$ cat config.mk
export PLATFORM = sky130hd
export DESIGN_NAME = fetch_unit
export DESIGN_NICKNAME = d
export VERILOG_FILES = /design/src/rtl/fetch_unit.sv
export SDC_FILE = /design/constraint.sdc
export NUM_CORES = 1
export LEC_CHECK = 0
export CAP_MARGIN = 20
export CORE_MARGIN = 2
export CORE_UTILIZATION = 47
export CTS_CLUSTER_SIZE = 16
export DETAILED_ROUTE_END_ITERATION = 8
export PLACE_DENSITY = 0.83
export SLEW_MARGIN = 30
export SYNTH_ARGS = -nofsm -noshare
export SYNTH_HDL_FRONTEND = slang
export SYNTH_SLANG_ARGS = --single-unit
$ cat constraint.sdc
create_clock -name clk -period 2.4 [get_ports clk]
set_input_delay 0.48 -clock clk [delete_from_list [all_inputs] [get_ports clk]]
set_output_delay 0.48 -clock clk [all_outputs]
set_load 0.05 [all_outputs]
$ cat src/rtl/fetch_unit.sv
// ---------------------------------------------------------------------------
// fetch_unit
//
// Instruction fetch stage feeding the opcode decoder. Holds the PC, issues one
// instruction-memory request at a time over a req/gnt/rvalid interface,
// registers the returned word and presents it downstream through a
// valid/ready handshake. A taken branch/jump (redirect) reloads the PC and
// throws away any fetch that is still in flight.
//
// Ports:
//   clk          single clock, rising edge
//   rst_n        asynchronous active-low reset
//   imem_req     fetch request (high only in REQ)
//   imem_addr    fetch address (current PC)
//   imem_gnt     memory accepted the request this cycle
//   imem_rvalid  read data valid (only looked at in WAIT)
//   imem_rdata   instruction word from memory
//   instr_valid  instr / instr_pc / opcode are valid
//   instr_ready  downstream accepts this cycle
//   instr        registered instruction
//   instr_pc     address the registered instruction came from
//   opcode       top 4 bits of instr
//   redirect     taken branch/jump, highest priority in every state
//   redirect_pc  new fetch target
//   stall_cnt    (only with FETCH_STALL_CNT_EN) saturating count of cycles
//                spent waiting on gnt, rvalid or ready
//
// Optional feature macro: FETCH_STALL_CNT_EN
// ---------------------------------------------------------------------------
module fetch_unit #(
   parameter int unsigned          PC_W     = 16,
   parameter int unsigned          INSTR_W  = 16,
   parameter logic [PC_W-1:0]      RESET_PC = '0,
   parameter int unsigned          PC_INC   = 1
) (
   input  logic               clk,
   input  logic               rst_n,
   output logic               imem_req,
   output logic [PC_W-1:0]    imem_addr,
   input  logic               imem_gnt,
   input  logic               imem_rvalid,
   input  logic [INSTR_W-1:0] imem_rdata,
   output logic               instr_valid,
   input  logic               instr_ready,
   output logic [INSTR_W-1:0] instr,
   output logic [PC_W-1:0]    instr_pc,
   output logic [3:0]         opcode,
`ifdef FETCH_STALL_CNT_EN
   input  logic               redirect,
   input  logic [PC_W-1:0]    redirect_pc,
   output logic [31:0]        stall_cnt
`else
   input  logic               redirect,
   input  logic [PC_W-1:0]    redirect_pc
`endif
);

   typedef enum logic [1:0] {
      IDLE = 2'd0,
      REQ  = 2'd1,
      WAIT = 2'd2,
      HOLD = 2'd3
   } fetch_state_t;

   fetch_state_t        state_q, state_d;
   logic [PC_W-1:0]     pc_q, pc_d;
   logic [PC_W-1:0]     issued_pc_q, issued_pc_d;
   logic                drop_q, drop_d;
   logic [INSTR_W-1:0]  instr_q, instr_d;
   logic [PC_W-1:0]     instr_pc_q, instr_pc_d;
   logic                valid_q, valid_d;

   // State and datapath registers. Everything returns to its reset value
   // the moment rst_n falls, so a response still travelling back from
   // memory simply lands in IDLE and is ignored.
   always_ff @(posedge clk or negedge rst_n) begin
      if (!rst_n) begin
         state_q     <= IDLE;
         pc_q        <= RESET_PC;
         issued_pc_q <= RESET_PC;
         drop_q      <= 1'b0;
         instr_q     <= '0;
         instr_pc_q  <= '0;
         valid_q     <= 1'b0;
      end else begin
         state_q     <= state_d;
         pc_q        <= pc_d;
         issued_pc_q <= issued_pc_d;
         drop_q      <= drop_d;
         instr_q     <= instr_d;
         instr_pc_q  <= instr_pc_d;
         valid_q     <= valid_d;
      end
   end

   // Next-state logic. Redirect is checked first in every state: it reloads
   // the PC, kills instr_valid, and if a fetch is (or is becoming) in flight
   // it sets drop so that exactly one stale response gets swallowed in WAIT.
   // A handshake seen in the same cycle as a redirect is deliberately not
   // acted on, so a granted fetch does not advance the PC and a downstream
   // ready does not count as consumption.
   always_comb begin
      state_d     = state_q;
      pc_d        = pc_q;
      issued_pc_d = issued_pc_q;
      drop_d      = drop_q;
      instr_d     = instr_q;
      instr_pc_d  = instr_pc_q;
      valid_d     = valid_q;

      if (redirect) begin
         pc_d    = redirect_pc;
         valid_d = 1'b0;
      end

      unique case (state_q)
         IDLE: begin
            state_d = REQ;
         end

         REQ: begin
            if (redirect) begin
               if (imem_gnt) begin
                  drop_d  = 1'b1;
                  state_d = WAIT;
               end
            end else if (imem_gnt) begin
               issued_pc_d = pc_q;
               pc_d        = pc_q + PC_W'(PC_INC);
               state_d     = WAIT;
            end
         end

         WAIT: begin
            if (redirect) begin
               if (imem_rvalid) begin
                  drop_d  = 1'b0;
                  state_d = REQ;
               end else begin
                  drop_d  = 1'b1;
               end
            end else if (imem_rvalid) begin
               if (drop_q) begin
                  drop_d  = 1'b0;
                  state_d = REQ;
               end else begin
                  instr_d    = imem_rdata;
                  instr_pc_d = issued_pc_q;
                  valid_d    = 1'b1;
                  state_d    = HOLD;
               end
            end
         end

         HOLD: begin
            if (redirect || instr_ready) begin
               valid_d = 1'b0;
               state_d = REQ;
            end
         end

         default: begin
            state_d = IDLE;
         end
      endcase
   end

   // Memory side outputs come straight from state and PC. The PC only moves
   // on gnt or redirect, which keeps the address stable while a request is
   // waiting to be granted.
   always_comb begin
      imem_req    = (state_q == REQ);
      imem_addr   = pc_q;
      instr_valid = valid_q;
      instr       = instr_q;
      instr_pc    = instr_pc_q;
      opcode      = instr_q[INSTR_W-1 -: 4];
   end

`ifdef FETCH_STALL_CNT_EN
   logic        stall_cond;
   logic [31:0] stall_cnt_q;

   // A stall cycle is any cycle where the current state is waiting on the
   // other side of one of its handshakes.
   always_comb begin
      stall_cond = ((state_q == REQ)  && !imem_gnt)    ||
                   ((state_q == WAIT) && !imem_rvalid) ||
                   ((state_q == HOLD) && !instr_ready);
   end

   // Stall counter, saturating at all-ones instead of wrapping.
   always_ff @(posedge clk or negedge rst_n) begin
      if (!rst_n) begin
         stall_cnt_q <= '0;
      end else if (stall_cond && (stall_cnt_q != 32'hFFFF_FFFF)) begin
         stall_cnt_q <= stall_cnt_q + 32'd1;
      end
   end

   assign stall_cnt = stall_cnt_q;
`endif

endmodule

# [Word-level counts from Yosys, hierarchy flattened]
# Cells that the tools add are included.
[word_totals] out_inout_bits=54 word_cells=48 input_bits=38 regBits=68
[classes] reduce_logical=7 bitwise_logic=2 addsub=1 n_eq_ne=8 mux=23
[ops] op="16-bit two-way mux" count=4
[ops] op="16-bit by 1-bit adder with 16-bit output (second input constant)" count=1
[ops] op="2-bit two-way mux" count=6
[ops] op="1-bit two-way mux" count=10
[ops] op="2-bit case mux with 4 select lines" count=1
[ops] op="4-bit AND reduction" count=2
[ops] op="3-bit AND reduction" count=2
[ops] op="2-bit equality test (second input constant)" count=2
[ops] op="2-bit by 1-bit != test with 1-bit output (second input constant)" count=2
[ops] op="2-bit != test (second input constant)" count=2
[ops] op="1-bit case mux with 2 select lines" count=2
[ops] op="3-bit != test (second input constant)" count=1
[ops] op="2-bit by 1-bit equality test with 1-bit output (second input constant)" count=1
[ops] op="2-bit zero test" count=1
[ops] op="1-bit inverter" count=2
[ops] op="2-bit nonzero test" count=1
[ops] op="1-bit logical OR" count=1

# [Depth between registers and ports, before layout]
[logic_depth] ltp_word=5 depth_mapped=8 mapped_depth_nobuf=6

# [Worst setup path before layout]
# No wires, ideal clock.
[synth_timing] kind="flip-flop to flip-flop" startpoint="register state_q[1]" endpoint="register pc_q[14] (netlist: imem_addr[14])" t_arrival_ps=1965 period_less_slack_ps=2092 stages_incl_launch_ff=7 t_required_ps=2273 n_path_buf=0 setup_ps=127 slack_ps=308 path_cell_list="dfrtp_1 > inv_1 > ha_1 > nand4_1 > nor3_1 > mux2i_1 > nand3_1"
[synth_via] elab_chain_cells=2
[synth_lines] item="from (decl)" line_no="65" source="fetch_state_t state_q, state_d;"
[synth_lines] item="from (signal assigned)" line_no="86" source="state_q <= state_d;"
[synth_lines] item="2-bit by 1-bit equality test with 1-bit output"
[synth_lines] item="named net imem_req" line_no="38" source="output logic imem_req,"
[synth_lines] item="16-bit two-way mux" line_no="116" source="unique case (state_q)"
[synth_lines] item="named net pc_d[14]" line_no="66" source="logic [PC_W-1:0] pc_q, pc_d;"
[synth_lines] item="to (signal assigned)" line_no="87" source="pc_q <= pc_d;"
[synth_lines] item="to (decl)" line_no="66"
# The timed path passes the listed nets, and every way through them passes these cells.
# A chain may end at the register's enable or synchronous reset.

# [Final worst setup path]
[layout_timing] startpoint="register pc_q[0] (netlist: imem_addr[0])" endpoint="output port imem_addr[0]"
[layout_rtl] item="to (decl)" line_no="39" source="output logic [PC_W-1:0] imem_addr,"
# No word-level cell between the ends.

==> summary.md <==
| Metric | Value |
|---|---|
| Status | `completed` |
| Crit path required time | `roughly 1.9 ns` |
| Die ar. | `roughly 0.0071 mm^2` |
| VDD IR-drop max | `0.774 mV` |
| Layout cell share with drive strength beyond 1 | `16.9%` |
| Final net count | `380` |
| Slowest CP cell | `clkdlybuf4s50_1` |
| Max FO, Critical Path | `8` |
| Initial antenna violation count | `0` |
| CTS Hold Buffers Added | `0` |
| Largest net degree at the start of global routing | `35` |
| Ys Warns | `0` |
| Starting Density | `between 40% and 50%` |
| Syn nets | `between 200 and 300` |
| Final Hold Viols | `0` |
| Fin crit share | `just over 90%` |
| IO Pins | `92` |
| Filler cell count | `roughly 460` |
| Async set or reset register ratio after synthesis | `between 90% and 100%` |
| Fin crit period | `2.25 ns` |
| Pwr per Cell Area | `between 1000 and 1500 mW/mm^2` |
| Critical path capture point type | `output pin` |
| Data arrival time of the critical path | `between 1.5 and 2 ns` |
| Mapped Area | `just over 0.003 mm^2` |
| Clock Sinks | `68` |
| Clock Latency Late Sink | `0.34 ns` |
| Relative slew margins | `64.9%` |
| Reg2reg start | `state_q[1]` |
| R2r setup slk | `slightly below 0.4 ns` |
| Util after Layout | `between 60% and 70%` |
| Wirelength per Cell | `about 16 um` |
| RSZ-0062 raised after global routing | `no` |
| Vias | `~2.2k` |
| Post-Route WL | `6580 um` |
| CTS clk-pin slew, worst paths | `roughly 0.08 ns` |
| Kind of critical path | `flip-flop to output pin` |
| Max Slew Vio Count | `0` |
| First-pass GRT wire length | `11,200 um` |
| Max-cap violations | `0` |
| GRT Total Usage | `around 20%` |
| Die Wd | `between 80 and 90 um` |
| Crit path buf inv count | `1` |
| Slowest stage delay, CP | `slightly below 0.9 ns` |
| Final setup viols | `0` |
| Post-CTS Resized | `0` |
| Synth Flop Type | `dfrtp_1` |
| Avg Cell Area, Syn | `approximately 12 um^2` |
| Layout area overhead | `38.6%` |
| Crit path max-delay family | `buffers and inverters` |
| Gpl congestion | `approximately 0.8` |
| Area share of the largest cell type after synthesis | `between 50% and 60%` |
| CP Cell Sequence | `clkdlybuf4s50_1` |
| Max Clk Rate | `about 450 MHz` |
| Iteration-0 DRC Markers | `75` |
| Multi-input gate area | `approximately 0.0012 mm^2` |
| Leakage | `1.84 nW` |
| Final clock skew | `slightly below 0.007 ns` |
| Post-CTS Setup Repair Bufs | `0` |
| Hold Path Class | `input pin to asynchronous set/reset pin` |
| Number of synthesized flops with an enable pin | `0` |
| Slew of the pin with the lowest slew margin | `between 0.5 and 0.6 ns` |
| DR pass1 iterations | `4` |
| R2R depth | `6` |
| Synthesized flop and latch total | `68` |
| TritonCTS clock tree | `done` |
| Crit start category | `flip-flop` |
| Area leader, netlist | `dfrtp_1` |
| Cell Rows | `29` |
| Total gr overflow | `0` |
| Vias/cell | `between 5 and 6` |
| Placeable Area | `0.00628 mm^2` |
| # diodes | `0` |
| Max Root-Sink Buffers | `2` |
| Register area share after synthesis | `a little under three fifths` |
| Port buffer count | `between 90 and 100` |
| Synth area leaders | `dfrtp_1 (56%), mux2_2 (10%), mux2_1 (7.4%), nand2_1 (2.8%), xnor2_1 (2.6%)` |
| Hpwl dp | `between 4000 and 5000 um` |
| Post-route DRC | `0` |
| Total CTS buffers | `9` |
| CTS H-tree depth | `3` |
| Setup TNS | `0 ns` |
| Post-route ant nets | `0` |
| Count of cell types in the netlist | `36` |
| CTS Root Buffer Type | `clkbuf_8` |
| Storage element area | `around 0.0017 mm^2` |
| Cells after Synth | `244` |
| Vias in the first global route | `between 2k and 2.5k` |
| Die Ht | `roughly 84 um` |
| RR Endpoint | `imem_addr[15]` |
per-stage QoR:
step | total power [W] | instances | setup slack (ns) | area [um^2] | hold WS, ns
after floorplan | 0.00275 | 244 | 0.308 | 3030 | 0.184
after CTS | 0.00425 | 420 | 0.158 | 4200 | 0.0970
final | 0.00422 | 420 | 0.154 | 4200 | 0.0857
after detailed placement | 0.00330 | 404 | 0.231 | 4000 | 0.473
after global routing | 0.00443 | 420 | 0.124 | 4200 | 0.106
after global placement | 0.00325 | 404 | 0.311 | 4000 | 0.461
power by group:
part | internal, W | total (W) | switching, W
Sequential | 0.00145 | 0.00166 | 0.000211
Combinational | 0.000637 | 0.00162 | 0.000981
Clock | 0.000506 | 0.000946 | 0.000441
layer usage:
layer | vias to the layer above | track usage (%) | routed length [um]
met5 | - | 0 | 0
met4 | 0 | 8.65 | 104
met3 | 11 | 4.62 | 363
met2 | 75 | 32.0 | 3280
met1 | 1113 | 25.8 | 2840
li1 | 1034 | - | -
worst max path at each step:
stage	from	end	slack, ns	cells after the start
3_3_place_gp	imem_gnt	imem_addr[14]	0.31	5
5_1_grt	imem_addr[0]	imem_addr[0]	0.12	1
6_report	imem_addr[0]	imem_addr[0]	0.15	1
2_1_floorplan	state_q[1]	imem_addr[14]	0.31	6
3_5_place_dp	redirect	state_q[1]	0.23	6
4_1_cts	imem_addr[0]	imem_addr[0]	0.16	1
flip-flops by register name, summed over array words and instances, names as in the netlist:
register / flops
drop_q: 1
issued_pc_q: 16
instr_pc: 16
instr_valid: 1
instr: 16
state_q: 2
imem_addr: 16
cells in the mapped netlist (5+ instances only):
cell / n
buf_4: 10
dfrtp_1: 68
inv_1: 8
mux2_1: 20
mux2_2: 28
nand2_1: 23
nand3_1: 7
nor3_1: 5
o21ai_0: 12
o21ai_1: 7
xnor2_1: 9
area by class of cell:
| type | count | area share [%] |
|---|---|---|
| clock buffer | 10 | 3.28 |
| clock inverter | 6 | 1.52 |
| inverter | 8 | 0.715 |
| multi-input combinational | 153 | 28.6 |
| sequential | 68 | 40.5 |
| tap | 77 | 2.29 |
| timing repair buffer | 98 | 23.1 |
cells by family (layout without fill, tap and decap cells):
| group | after synthesis | after routing | share of synthesized area (%) |
|---|---|---|---|
| multiplexers | 52 | 52 | 19.2 |
| XOR/XNOR | 12 | 12 | 3.47 |
| adder cells (fa/ha/maj) | 4 | 4 | 1.65 |
| buffers and inverters | 23 | 122 | 4.17 |
| flip-flops | 68 | 68 | 56.2 |
| AO/OA/AOI/OAI | 26 | 26 | 4.79 |
| AND/OR/NAND/NOR | 59 | 59 | 10.6 |
cells in the final DEF (no fill, tap or decap), drive strengths merged, types with 2 or more instances in the layout:
cell           instances
nand3                  7
nor3                   6
clkinvlp               2
ha                     4
dfrtp                 68
nand4                  4
nor4                   6
xor2                   3
nor2b                  2
o21ai                 19
clkdlybuf4s50         89
inv                    8
mux2                  48
xnor2                  9
clkinv                 3
clkbuf                10
nand2                 24
buf                    9
mux2i                  4
a31oi                  2
nor2                   3
(Power assumes the default switching activity.)
==> RTL change 1, RTL diff (same flow settings) <==
The option `FETCH_STALL_CNT_EN` is turned on by a define.
--- a/src/rtl/fetch_unit.sv
+++ b/src/rtl/fetch_unit.sv
@@ -29,2 +29,4 @@
 // ---------------------------------------------------------------------------
+`define FETCH_STALL_CNT_EN
+
 module fetch_unit #(
Behaviour (old outputs only; new: stall_cnt): unchanged (equiv_simple and equiv_induct, registers matched by name and starting in step).
==> RTL change 1 against the original RTL <==
  * Routed wire length grew 51%
  * Setup slack gained 0.051 ns
  * Cell count grew 54%
  * Area after synthesis grew 51%
  * Power grew 41%
  * Sequential cell count grew 32
  * Combinational power grew 57%
  * Design area grew 47%
  * Largest cell class unchanged
==> RTL change 1: results (changes against the original RTL) <==
* Worst-path fanout max at 7 (-1)
* CP startpoint: stall_cnt[2]$_DFFE_PN0P_
* Final WL at 9971 µm (+51%)
* Worst setup path endpoint: stall_cnt[2]
* Synth top cells by count: 100 x dfrtp_1, 49 x mux2_2, 35 x nand2_1, 21 x xor2_1, 19 x xnor2_1
* Yosys cell types at 45 (+25%)
* VDD IR-drop max at 0.6760 mV (-13%)
* Nets at 555 (+46%)
* R2R setup slack at 0.35 ns (-0.04 ns)
* Port Buffers at 123 (+35%)
* Largest net degree at the start of global routing at 42 (+20%)
* DR vias at 3369 (+51%)
* Syn_area_per_cell at 11.91 µm² (-4.1%)
* CP arrival at 1.72 ns (-0.05 ns)
* P_seq at 2.39 mW (+44%)
* First-pass GRT wire length at 16320 µm (+46%)
* Final worst slack at 0.2047 ns (+0.05093 ns)
* Clk_lat worst skew at 0.36 ns (+0.02 ns)
* DR iter-0 viols at 72 (-4.0%)
* R2R cell count at 7 (+1)
* Clock-pin slew on the worst setup and hold paths at 0.10 ns (+0.02 ns)
* Worst R2R End: stall_cnt[31]$_DFFE_PN0P_
* Routability Congestion at 0.8153 (+0.94%)
* NetSw at 2.504 mW (+53%)
* Post-synthesis sequential area ratio at 54.85% (-1.3 points)
* Ranking of synthesized cells by area: dfrtp_1 55%, mux2_2 12%, xor2_1 4.0%, xnor2_1 3.6%, nand2_1 2.9%
* Combinational share of power at 42.8% (+4.5 points)
* Hpwl dp at 7446 µm (+59%)
* Relative slew slack at 62.39% (-2.5 points)
* Lkg Pwr at 2.709 nW (+48%)
* Reg-to-reg startpoint: state_q[0]$_DFFE_PN0P_
* Placed cells at 630 (+56%)
* Outcome: completed
-- RTL change 1: cell types whose count changed in the layout (fill, tap and decap cells not counted), sizes merged, moves of 4 or more --
cell | before | now
inv | 8 | 15
xnor2 | 9 | 19
buf | 9 | 15
nor3 | 6 | 10
nand2 | 24 | 35
dfrtp | 68 | 100
clkdlybuf4s50 | 89 | 121
nor2 | 3 | 17
and3 | 0 | 6
nand3 | 7 | 18
xor2 | 3 | 21
nand4 | 4 | 17
-- RTL change 1: cells by family (layout without fill, tap and decap cells) --
family | after synthesis | count (layout) | share of synthesized area, %
xor gates and xnor gates | 40 | 40 | 7.680
muxes | 52 | 52 | 12.75
DFF | 100 | 100 | 54.85
adders and majority gates | 5 | 5 | 1.371
and+or+nand+nor | 124 | 124 | 15.09
AOI/OAI and AO/OA | 32 | 32 | 5.294
buffers and inverters | 30 | 164 | 2.962
-- RTL change 1: layout make-up --
cell class,instances,area (µm²)
clock buffers,9,123.9
clock inverters,7,60.06
fillers,742,3161
inverters,12,45.04
multi-input cells,253,1926
flip-flops and latches,100,2502
well taps,129,161.4
repair buffers,136,1349
-- RTL change 1: metal layers --
layer / wire length, µm / up-vias / track usage, %
li1: - / 1606 / -
met1: 4370 / 1648 / 26.88
met2: 4914 / 100 / 33.03
met3: 534 / 15 / 3.661
met4: 152 / 0 / 6.564
met5: 0 / - / 0
-- RTL change 1: metrics by stage --
step	hold slack, ns	total power [mW]	utilization (%)	area [µm²]
floorplan	0.1844	4.102	-	4562
global placement	0.4661	4.923	64.14	5983
detailed placement	0.4735	4.997	64.14	5983
CTS	0.07402	6.015	66.12	6167
global route	0.08595	6.267	66.12	6167
finish	0.06849	5.966	66.12	6167
==> RTL change 2, RTL diff (same flow settings) <==
Made on the original files. Take the reset off `instr_q` and `instr_pc_q` and load them in a clocked block of their own.
--- a/src/rtl/fetch_unit.sv
+++ b/src/rtl/fetch_unit.sv
@@ -81,4 +81,2 @@
          drop_q      <= 1'b0;
-         instr_q     <= '0;
-         instr_pc_q  <= '0;
          valid_q     <= 1'b0;
@@ -89,6 +87,9 @@
          drop_q      <= drop_d;
-         instr_q     <= instr_d;
-         instr_pc_q  <= instr_pc_d;
          valid_q     <= valid_d;
       end
+   end
+
+   always_ff @(posedge clk) begin
+      instr_q    <= instr_d;
+      instr_pc_q <= instr_pc_d;
    end
Function: differs if rst_n is asserted again (counterexample within 4 cycles, from zero or initial values and one cycle with rst_n low); with rst_n held inactive, the same outputs for 10 cycles.
==> RTL change 2 against the original RTL <==
  * Synthesized cell count down 16%
  * Via count down 12%
  * Routed wire length down 14%
  * Design area down 3.9%
  * Critical path depth unchanged
  * Area after synthesis down 6.7%
  * Sequential share of layout area up 5.6 points
  * Setup slack better by 0.099 ns
  * Sequential cell count unchanged
  * Cell count down 9.0%
  * Critical path type unchanged
Power is not compared: it rests on default switching activity, and its combinational part moved more than twofold at a synthesized area within 25%.
==> RTL change 2: results (changes against the original RTL) <==
* Ranking of synthesized cells by area: edfxtp_1 34%, dfrtp_1 32%, mux2_2 6.4%, nand2_1 2.8%, xnor2_1 2.8%
* Async S/R FF share, synth at 52.94% (-47 points)
* H-tree Lvls at 3 (unchanged)
* Place WS at 0.3456 ns (+0.1150 ns)
* Final WL at 5630 µm (-14%)
* Synth top cells by count: 36 x dfrtp_1, 32 x edfxtp_1, 21 x nand2_1, 16 x mux2_2, 13 x o21ai_0
* Worst-path fanout max at 5 (-3)
* DR iter-0 viols at 152 (+100%)
* CP startpoint: imem_addr[8]$_DFF_PN0_
* Syn_area_per_cell at 13.79 µm² (+11%)
* VDD IR-drop max at 0.4984 mV
* Post-Synthesis Net Count at 247 (-14%)
* Layout cell share with drive strength beyond 1 at 15.64% (-1.3 points)
* R2R setup slack at 0.45 ns (+0.06 ns)
* Fin Clk Skew at 0.005561 ns (-0.001201 ns)
* Multi-input logic area at 883.3 µm² (-27%)
* Multiplexer area fraction after synthesis at 7.080% (-12 points)
* Post-CTS resize count at 0 (unchanged)
* Nets at 344 (-9.5%)
* Fillers at 419 (-8.3%)
* Adder-cell share of the synthesized area at 1.770% (+0.12 points)
* Vias in the first global route at 1860 (-20%)
* Worst R2R End: imem_addr[14]$_DFF_PN0_
* Yosys cell types at 34 (-5.6%)
* Synth Area in XOR/XNOR at 4.027% (+0.56 points)
* Via density at 5.128 (-3.5%)
* Crit-path max cell delay at 0.86 ns (-0.02 ns)
* Detailed Routing Iterations Pass 1 at 4 (unchanged)
* Global Route Usage Sum at 17.94% (-2.0 points)
* Hpwl dp at 4110 µm (-12%)
* Port Buffers at 91 (unchanged)
* Routability Congestion at 0.7767 (-3.8%)
* Number of flops mapped to enable cells by yosys at 32 (+32)
* Outcome: completed
* Worst setup path endpoint: imem_addr[8]
* First-pass GRT wire length at 8742 µm (-22%)
* Largest net degree at the start of global routing at 37 (+5.7%)
* Fin crit period at 2.148 ns (-0.09864 ns)
* Area of placed instances at 3819 µm² (-4.5%)
* Post-synthesis sequential area ratio at 65.84% (+9.7 points)
* CP arrival at 1.67 ns (-0.10 ns)
* Synth Area in Compound Gates at 4.956% (+0.17 points)
* Initial antenna violation count at 0 (unchanged)
* Wire length per cell at 14.74 µm (-6.0%)
[RTL change 2: cell count changes in the layout (fill, tap and decap cells not counted), moves of 3 or more]
cell	delta
dfrtp_1	-32
nor4_2	+3
mux2_2	-12
nor4_1	-3
edfxtp_1	+32
mux2_1	-20
nand4_1	-3
[RTL change 2: cells by family (layout without fill, tap and decap cells)]
family,Yosys count,after routing
buf+inv,17,119
fa+ha+maj,4,4
compound gates,24,24
mux,18,18
simple gates,61,61
flops,68,68
xor+xnor,13,13
[RTL change 2: worst min path at each step]
stage	endpoint	slack [ns]
6_report	issued_pc_q[2]$_DFFE_PN0P_	0.23
5_1_grt	issued_pc_q[2]$_DFFE_PN0P_	0.29
4_1_cts	issued_pc_q[2]$_DFFE_PN0P_	0.25
3_5_place_dp	instr_pc[0]$_DFFE_PP_	0.43
3_3_place_gp	instr_pc[11]$_DFFE_PP_	0.43
2_1_floorplan	drop_q$_DFFE_PN0P_	0.18
[RTL change 2: layer usage]
metal  wire length (µm)  global-route usage, %
met3                469                  4.725
met1               2377                  23.18
met2               2697                  28.03
met5                  0                      0
met4                 86                  8.983
[RTL change 2: cell type report]
type	count	area share, %
repair buffers	96	23.63
inverters	7	0.6512
multi-input cells	120	21.89
well taps	75	2.326
flip-flops and latches	68	46.14
clock buffers	10	3.163
clock inverters	6	2.202
[RTL change 2: power by group]
group          internal, mW  switching [mW]  total [mW]
combinational         0.343           0.417       0.760
sequential             1.45           0.137        1.58
clock                 0.585           0.418        1.00
total                  2.38           0.971        3.35
